--- config.mk ---
export PLATFORM = sky130hd
export DESIGN_NAME = hash_probe_scheduler
export DESIGN_NICKNAME = d
export VERILOG_FILES = /design/src/rtl/hash_probe_scheduler.sv
export SDC_FILE = /design/constraint.sdc
export NUM_CORES = 1
export LEC_CHECK = 0
export CORE_MARGIN = 5
export CORE_UTILIZATION = 45
export CTS_CLUSTER_SIZE = 16
export DETAILED_ROUTE_END_ITERATION = 10
export PLACE_DENSITY = 0.84
export SLEW_MARGIN = 20
export SYNTH_ARGS = -nofsm -noshare
export SYNTH_HDL_FRONTEND = slang
export SYNTH_SLANG_ARGS = --single-unit
export TNS_END_PERCENT = 5
--- constraint.sdc ---
create_clock -name Clk -period 4.7 [get_ports Clk]
set_input_delay 0.47 -clock Clk [delete_from_list [all_inputs] [get_ports Clk]]
set_output_delay 0.47 -clock Clk [all_outputs]
set_load 0.1 [all_outputs]
--- src/rtl/hash_probe_scheduler.sv ---
// Round-robin lanes onto one linear-probe hash table; first-probe hit completes 3 cycles after grant, +2 per extra probe.
// Lanes hold ReqValid/ReqKey until their ReqReady pulse; defining PROBE_STATS_EN adds the MaxProbeLen output.
module hash_probe_scheduler #(
  parameter int NUM_PROCESSOR    = 3,
  parameter int DATA_INDEX_WIDTH = 32,
  parameter int BIT_ON_TAILS     = 7,
  parameter int COUNT_WIDTH      = 16,
  localparam int PW = (NUM_PROCESSOR > 1) ? $clog2(NUM_PROCESSOR) : 1
) (
  input  logic                                      Clk,
  input  logic                                      Reset,
  input  logic [NUM_PROCESSOR-1:0]                  ReqValid,
  input  logic [NUM_PROCESSOR*DATA_INDEX_WIDTH-1:0] ReqKey,
  output logic [NUM_PROCESSOR-1:0]                  ReqReady,
  output logic [BIT_ON_TAILS-1:0]                   TabAddr,
  output logic                                      TabRdEn,
  input  logic                                      TabRdUsed,
  input  logic [DATA_INDEX_WIDTH-1:0]               TabRdKey,
  input  logic [COUNT_WIDTH-1:0]                    TabRdCount,
  output logic                                      TabWrEn,
  output logic [DATA_INDEX_WIDTH-1:0]               TabWrKey,
  output logic [COUNT_WIDTH-1:0]                    TabWrCount,
  output logic                                      DoneValid,
  output logic [PW-1:0]                             DoneProc,
  output logic [BIT_ON_TAILS-1:0]                   DoneIndex,
  output logic                                      DoneFull,
  output logic                                      Busy
`ifdef PROBE_STATS_EN
  ,
  output logic [BIT_ON_TAILS:0]                     MaxProbeLen
`endif
);

  localparam logic [2:0] S_IDLE  = 3'd0;
  localparam logic [2:0] S_READ  = 3'd1;
  localparam logic [2:0] S_CMP   = 3'd2;
  localparam logic [2:0] S_WRITE = 3'd3;
  localparam logic [2:0] S_FULL  = 3'd4;

  localparam logic [BIT_ON_TAILS:0] LEN = {1'b1, {BIT_ON_TAILS{1'b0}}};
  localparam logic [PW:0]           NP  = (PW+1)'(NUM_PROCESSOR);

  logic [2:0]                  state_q, state_d;
  logic [PW-1:0]               ptr_q, ptr_d;
  logic [PW-1:0]               proc_q, proc_d;
  logic [DATA_INDEX_WIDTH-1:0] key_q, key_d;
  logic [BIT_ON_TAILS-1:0]     idx_q, idx_d;
  logic [BIT_ON_TAILS-1:0]     start_q, start_d;
  logic [BIT_ON_TAILS:0]       probes_q, probes_d;
  logic [COUNT_WIDTH-1:0]      wcnt_q, wcnt_d;

  logic                        gnt_vld;
  logic [PW-1:0]               gnt_idx;
  logic [PW:0]                 cand;
  logic [NUM_PROCESSOR-1:0]    gnt_hot;
  logic [DATA_INDEX_WIDTH-1:0] gnt_key;

  // Cyclic search starting at the round-robin pointer.
  always_comb begin
    gnt_vld = 1'b0;
    gnt_idx = '0;
    cand    = '0;
    for (int k = 0; k < NUM_PROCESSOR; k++) begin
      cand = {1'b0, ptr_q} + (PW+1)'(k);
      if (cand >= NP) cand = cand - NP;
      if (!gnt_vld && ReqValid[cand[PW-1:0]]) begin
        gnt_vld = 1'b1;
        gnt_idx = cand[PW-1:0];
      end
    end
    gnt_hot = '0;
    gnt_key = '0;
    for (int i = 0; i < NUM_PROCESSOR; i++) begin
      if (gnt_vld && gnt_idx == PW'(i)) begin
        gnt_hot[i] = 1'b1;
        gnt_key    = ReqKey[i*DATA_INDEX_WIDTH +: DATA_INDEX_WIDTH];
      end
    end
  end

  always_comb begin
    state_d  = state_q;
    ptr_d    = ptr_q;
    proc_d   = proc_q;
    key_d    = key_q;
    idx_d    = idx_q;
    start_d  = start_q;
    probes_d = probes_q;
    wcnt_d   = wcnt_q;
    case (state_q)
      S_IDLE: begin
        if (gnt_vld) begin
          proc_d   = gnt_idx;
          key_d    = gnt_key;
          idx_d    = gnt_key[BIT_ON_TAILS-1:0];
          start_d  = gnt_key[BIT_ON_TAILS-1:0];
          probes_d = (BIT_ON_TAILS+1)'(1);
          ptr_d    = ({1'b0, gnt_idx} == NP - 1'b1) ? '0 : gnt_idx + 1'b1;
          state_d  = S_READ;
        end
      end
      S_READ: state_d = S_CMP;
      S_CMP: begin
        if (!TabRdUsed) begin
          wcnt_d  = COUNT_WIDTH'(1);
          state_d = S_WRITE;
        end else if (TabRdKey == key_q) begin
          wcnt_d  = (&TabRdCount) ? TabRdCount : TabRdCount + 1'b1;
          state_d = S_WRITE;
        end else if (probes_q == LEN) begin
          state_d = S_FULL;
        end else begin
          idx_d    = idx_q + 1'b1;
          probes_d = probes_q + 1'b1;
          state_d  = S_READ;
        end
      end
      default: state_d = S_IDLE;
    endcase
  end

  always_ff @(posedge Clk) begin
    if (Reset) begin
      state_q  <= S_IDLE;
      ptr_q    <= '0;
      proc_q   <= '0;
      key_q    <= '0;
      idx_q    <= '0;
      start_q  <= '0;
      probes_q <= '0;
      wcnt_q   <= '0;
    end else begin
      state_q  <= state_d;
      ptr_q    <= ptr_d;
      proc_q   <= proc_d;
      key_q    <= key_d;
      idx_q    <= idx_d;
      start_q  <= start_d;
      probes_q <= probes_d;
      wcnt_q   <= wcnt_d;
    end
  end

  // Outputs are forced low while Reset is held so an aborted lookup never writes.
  always_comb begin
    ReqReady   = '0;
    TabAddr    = '0;
    TabRdEn    = 1'b0;
    TabWrEn    = 1'b0;
    TabWrKey   = '0;
    TabWrCount = '0;
    DoneValid  = 1'b0;
    DoneProc   = '0;
    DoneIndex  = '0;
    DoneFull   = 1'b0;
    Busy       = 1'b0;
    if (!Reset) begin
      Busy = (state_q != S_IDLE);
      case (state_q)
        S_IDLE: ReqReady = gnt_hot;
        S_READ: begin
          TabRdEn = 1'b1;
          TabAddr = idx_q;
        end
        S_WRITE: begin
          TabWrEn    = 1'b1;
          TabAddr    = idx_q;
          TabWrKey   = key_q;
          TabWrCount = wcnt_q;
          DoneValid  = 1'b1;
          DoneProc   = proc_q;
          DoneIndex  = idx_q;
        end
        S_FULL: begin
          DoneValid = 1'b1;
          DoneFull  = 1'b1;
          DoneProc  = proc_q;
          DoneIndex = start_q;
        end
        default: ;
      endcase
    end
  end

`ifdef PROBE_STATS_EN
  logic [BIT_ON_TAILS:0] max_q;

  always_ff @(posedge Clk) begin
    if (Reset) begin
      max_q <= '0;
    end else if ((state_q == S_WRITE || state_q == S_FULL) && probes_q > max_q) begin
      max_q <= probes_q;
    end
  end

  assign MaxProbeLen = max_q;
`else
  // Probe-length statistics are not built in this configuration.
`endif

endmodule

==> flow_metrics.py <==
metrics = {
    "critical_path": {
        "cp_max_fo": 35,
        "crit_arrival_ps": 4050,
        "crit_path_start_kind": "flop",
        "crit_type": "reg2reg",
        "end_kind": "flop",
        "cp.required_ps": 4990,
    },
    "synthesis": {
        "ys.flop_type": "dfxtp_1",
        "async_flop_share_pct": 0,
        "yosys_warnings": 0,
        "ys_seq_area_share_pct": 30.10,
        "synth_edf_count": 0,
        "synth_cell_types": 64,
        "synthCells": 578,
        "syn_area_um2": 4656,
        "synth_seq_cells": 70,
        "syn-num-nets": 736,
        "syn_avg_cell_area_um2": 8.055,
    },
    "die": {
        "rows": 37,
        "dieWidth_um": 111.7,
        "initial_utilization_pct": 45.71,
        "io_pins": 222,
        "die_h_um": 111.7,
        "core_area_um2": 10180,
        "fp.dieArea_um2": 12480,
    },
    "clock_network": {
        "cts-root-buf": "clkbuf_8",
        "insertion_delay_ps": 360,
        "post_cts.repair.setup_buffers": 0,
        "cts_made_buffers": 9,
        "tritoncts": "done",
        "clk_pin_slew_ps": 90,
        "ctsHoldBuffers": 0,
        "ctsHtreeMaxLevel": 3,
        "cts.sinks": 70,
        "ctsResizeCount": 0,
        "cts_buffer_depth": 2,
    },
    "timing": {
        "setup_viol": 0,
        "timing.final.ws_setup_ps": 931.8,
        "fmax_mhz": 265.4,
        "slew_headroom_pct": 27.63,
        "worstMarginPinSlew_ps": 1083,
        "maxSlewViolCount": 0,
        "period_needed_ps": 3768,
        "skew_ps": 9.104,
        "rsz0062_at_grt": "no",
        "fin_tns_setup_ps": 0,
        "final.period_utilization_pct": 80.17,
        "finalHoldViolations": 0,
    },
    "finish": {
        "finalNetCount": 929,
        "num_antenna_cells": 0,
        "design_area_um2": 6997,
        "syn2layout_area_growth_pct": 50.28,
        "multi_input_area_um2": 3058,
        "drive_gt1_share_pct": 13.27,
        "final-seq-area_um2": 1401,
        "num-fill-cells": 836,
    },
    "pwr": {
        "vdd_drop_max_v": 0.0004529,
        "p_leak_nw": 2.890,
        "power.density_nw_per_um2": 433.3,
    },
    "place": {
        "dp_hpwl_um": 14180,
        "routabilityCongestion": 0.9734,
        "place_area_um2": 6812,
        "port_buffers": 221,
        "dp_slack_ps": 995.8,
    },
    "grt": {
        "grt_overflow": 0,
        "grt_usage_pct": 28.85,
        "grt_pass1_vias": 5367,
        "grt_max_degree": 55,
        "antenna_found_initial": 1,
        "grt_pass1_wl_um": 29120,
    },
    "detailed_routing": {
        "drt_first_pass_iters": 5,
        "vias": 5520,
        "drt_iter0_markers": 510,
        "drt-total-wl_um": 18600,
        "drc": 0,
        "vias_per_cell": 6.053,
        "avgRoutedWirePerCell_um": 20.39,
        "ant_nets": 0,
    },
    "hold_path": {
        "hp-class": "reg2reg",
    },
    "run_status": {
        "status": "finished, final reports clean",
    },
    "job": {
        "max_cap_violations": 0,
    },
}
-- state kept, by name, summed over array words and instances, names as in the netlist --
register	count
key_q	32
wcnt_q	16
probes_q	8
idx_q	7
state_q	3
proc_q	2
ptr_q	2
-- layout by cell type (no fill, tap or decap), drive strengths merged, types with 5 or more instances in the layout --
master,count
nor2,58
a21oi,11
nand3,16
nor2b,7
xnor2,10
a221oi,28
dfxtp,70
a31oi,5
nand2,58
nor3,7
o21ai,5
a211oi,6
inv,12
clkdlybuf4s50,161
a22o,9
clkbuf,9
nand4,10
a21o,6
o41ai,25
and2,13
nor4,15
o211ai,7
buf,69
ha,8
mux2i,6
xor2,37
and3,50
o2bb2ai,8
-- path summary, 6_finish.rpt --
kind | slack (ps) | cells past startpoint | end | start
max | 930 | 10 | idx_q[5] | ptr_q[0]
min | 460 | 2 | wcnt_q[14] | wcnt_q[14]
max reg2reg | 930 | 10 | idx_q[5] | ptr_q[0]
min reg2reg | 460 | 2 | wcnt_q[14] | wcnt_q[14]
-- report_power, final --
group	total, W	leakage (nW)	internal [W]	switching, W
sequential	0.000879	0.573	0.000724	0.000155
clock	0.000472	0.0888	0.000202	0.000271
combinational	0.00168	2.23	0.000621	0.00106
total	0.00303	2.89	0.00155	0.00149
-- critical path, stage by stage, from the launching register on --
cell and delay (ps):
dfxtp_1 400, inv_1 90, ha_1 420, nor2b_1 180, o21ai_0 280, a31oi_4 450, nor2b_2 730, buf_4 340
a221oi_1 120, or4_1 510, a31oi_1 140
-- Yosys cell counts (3+ instances only) --
cell | number | area [um^2]
inv_1 | 8 | 30.03
a22o_1 | 9 | 78.83
xor2_1 | 37 | 324.1
nand3b_1 | 4 | 30.03
nor2b_1 | 7 | 43.79
xnor2_1 | 10 | 87.58
and2_1 | 12 | 75.07
buf_2 | 8 | 40.04
ha_1 | 8 | 100.1
a21oi_1 | 10 | 50.05
nand3_1 | 16 | 80.08
o211ai_1 | 4 | 30.03
nand2_1 | 58 | 217.7
nor3_1 | 7 | 35.03
nand4_1 | 10 | 62.56
nand2b_1 | 3 | 18.77
dfxtp_1 | 70 | 1401
or3_1 | 3 | 18.77
a221o_1 | 3 | 30.03
a21o_1 | 6 | 45.04
buf_1 | 3 | 11.26
o21ai_0 | 4 | 20.02
and3_1 | 50 | 312.8
o2bb2ai_1 | 8 | 70.07
a31oi_1 | 5 | 31.28
clkbuf_1 | 34 | 127.6
a221oi_1 | 27 | 236.5
mux2i_1 | 6 | 60.06
o211ai_2 | 3 | 37.54
o21bai_1 | 4 | 30.03
nor2_1 | 58 | 217.7
o311ai_1 | 3 | 26.28
o41ai_1 | 25 | 219.0
nor4_1 | 14 | 87.58
a211oi_1 | 6 | 45.04
-- metrics by stage --
| step | utilization [%] | instances | total power [W] | hold slack, ps |
|---|---|---|---|---|
| floorplan | - | 578 | 0.002036 | 418.6 |
| global placement | 66.88 | 896 | 0.002476 | 431.7 |
| detailed placement | 66.88 | 896 | 0.002529 | 438.9 |
| CTS | 68.70 | 912 | 0.002999 | 453.7 |
| global route | 68.70 | 912 | 0.003214 | 482.8 |
| finish | 68.70 | 912 | 0.003031 | 458.0 |
-- routing by layer --
layer | track usage [%] | vias to the layer above | part of all wire (%)
met3 | 5.978 | 46 | 8.9
li1 | - | 2551 | -
met1 | 37.40 | 2594 | 40
met5 | 0 | - | 0.038
met2 | 47.76 | 327 | 48
met4 | 9.732 | 2 | 3.1
-- layout make-up --
class | instances | area share (%)
Multi-Input combinational cell | 452 | 43.71
Timing Repair Buffer | 230 | 30.76
Sequential cell | 70 | 20.03
Tap cell | 136 | 2.432
Clock buffer | 9 | 1.770
Clock inverter | 7 | 0.8763
Inverter | 8 | 0.4292
-- logic make-up (layout without fill, tap and decap cells) --
logic type | after synthesis | after routing | synth area share (%)
multiplexers | 7 | 7 | 1.532
adder cells (fa/ha/maj) | 8 | 8 | 2.150
flip-flops | 70 | 70 | 30.10
XOR/XNOR | 47 | 47 | 8.842
buffers and inverters | 56 | 254 | 5.133
AND/OR/NAND/NOR | 256 | 256 | 28.38
AO/OA/AOI/OAI | 134 | 134 | 23.87
Note: power is estimated with default switching activity, not from simulation.
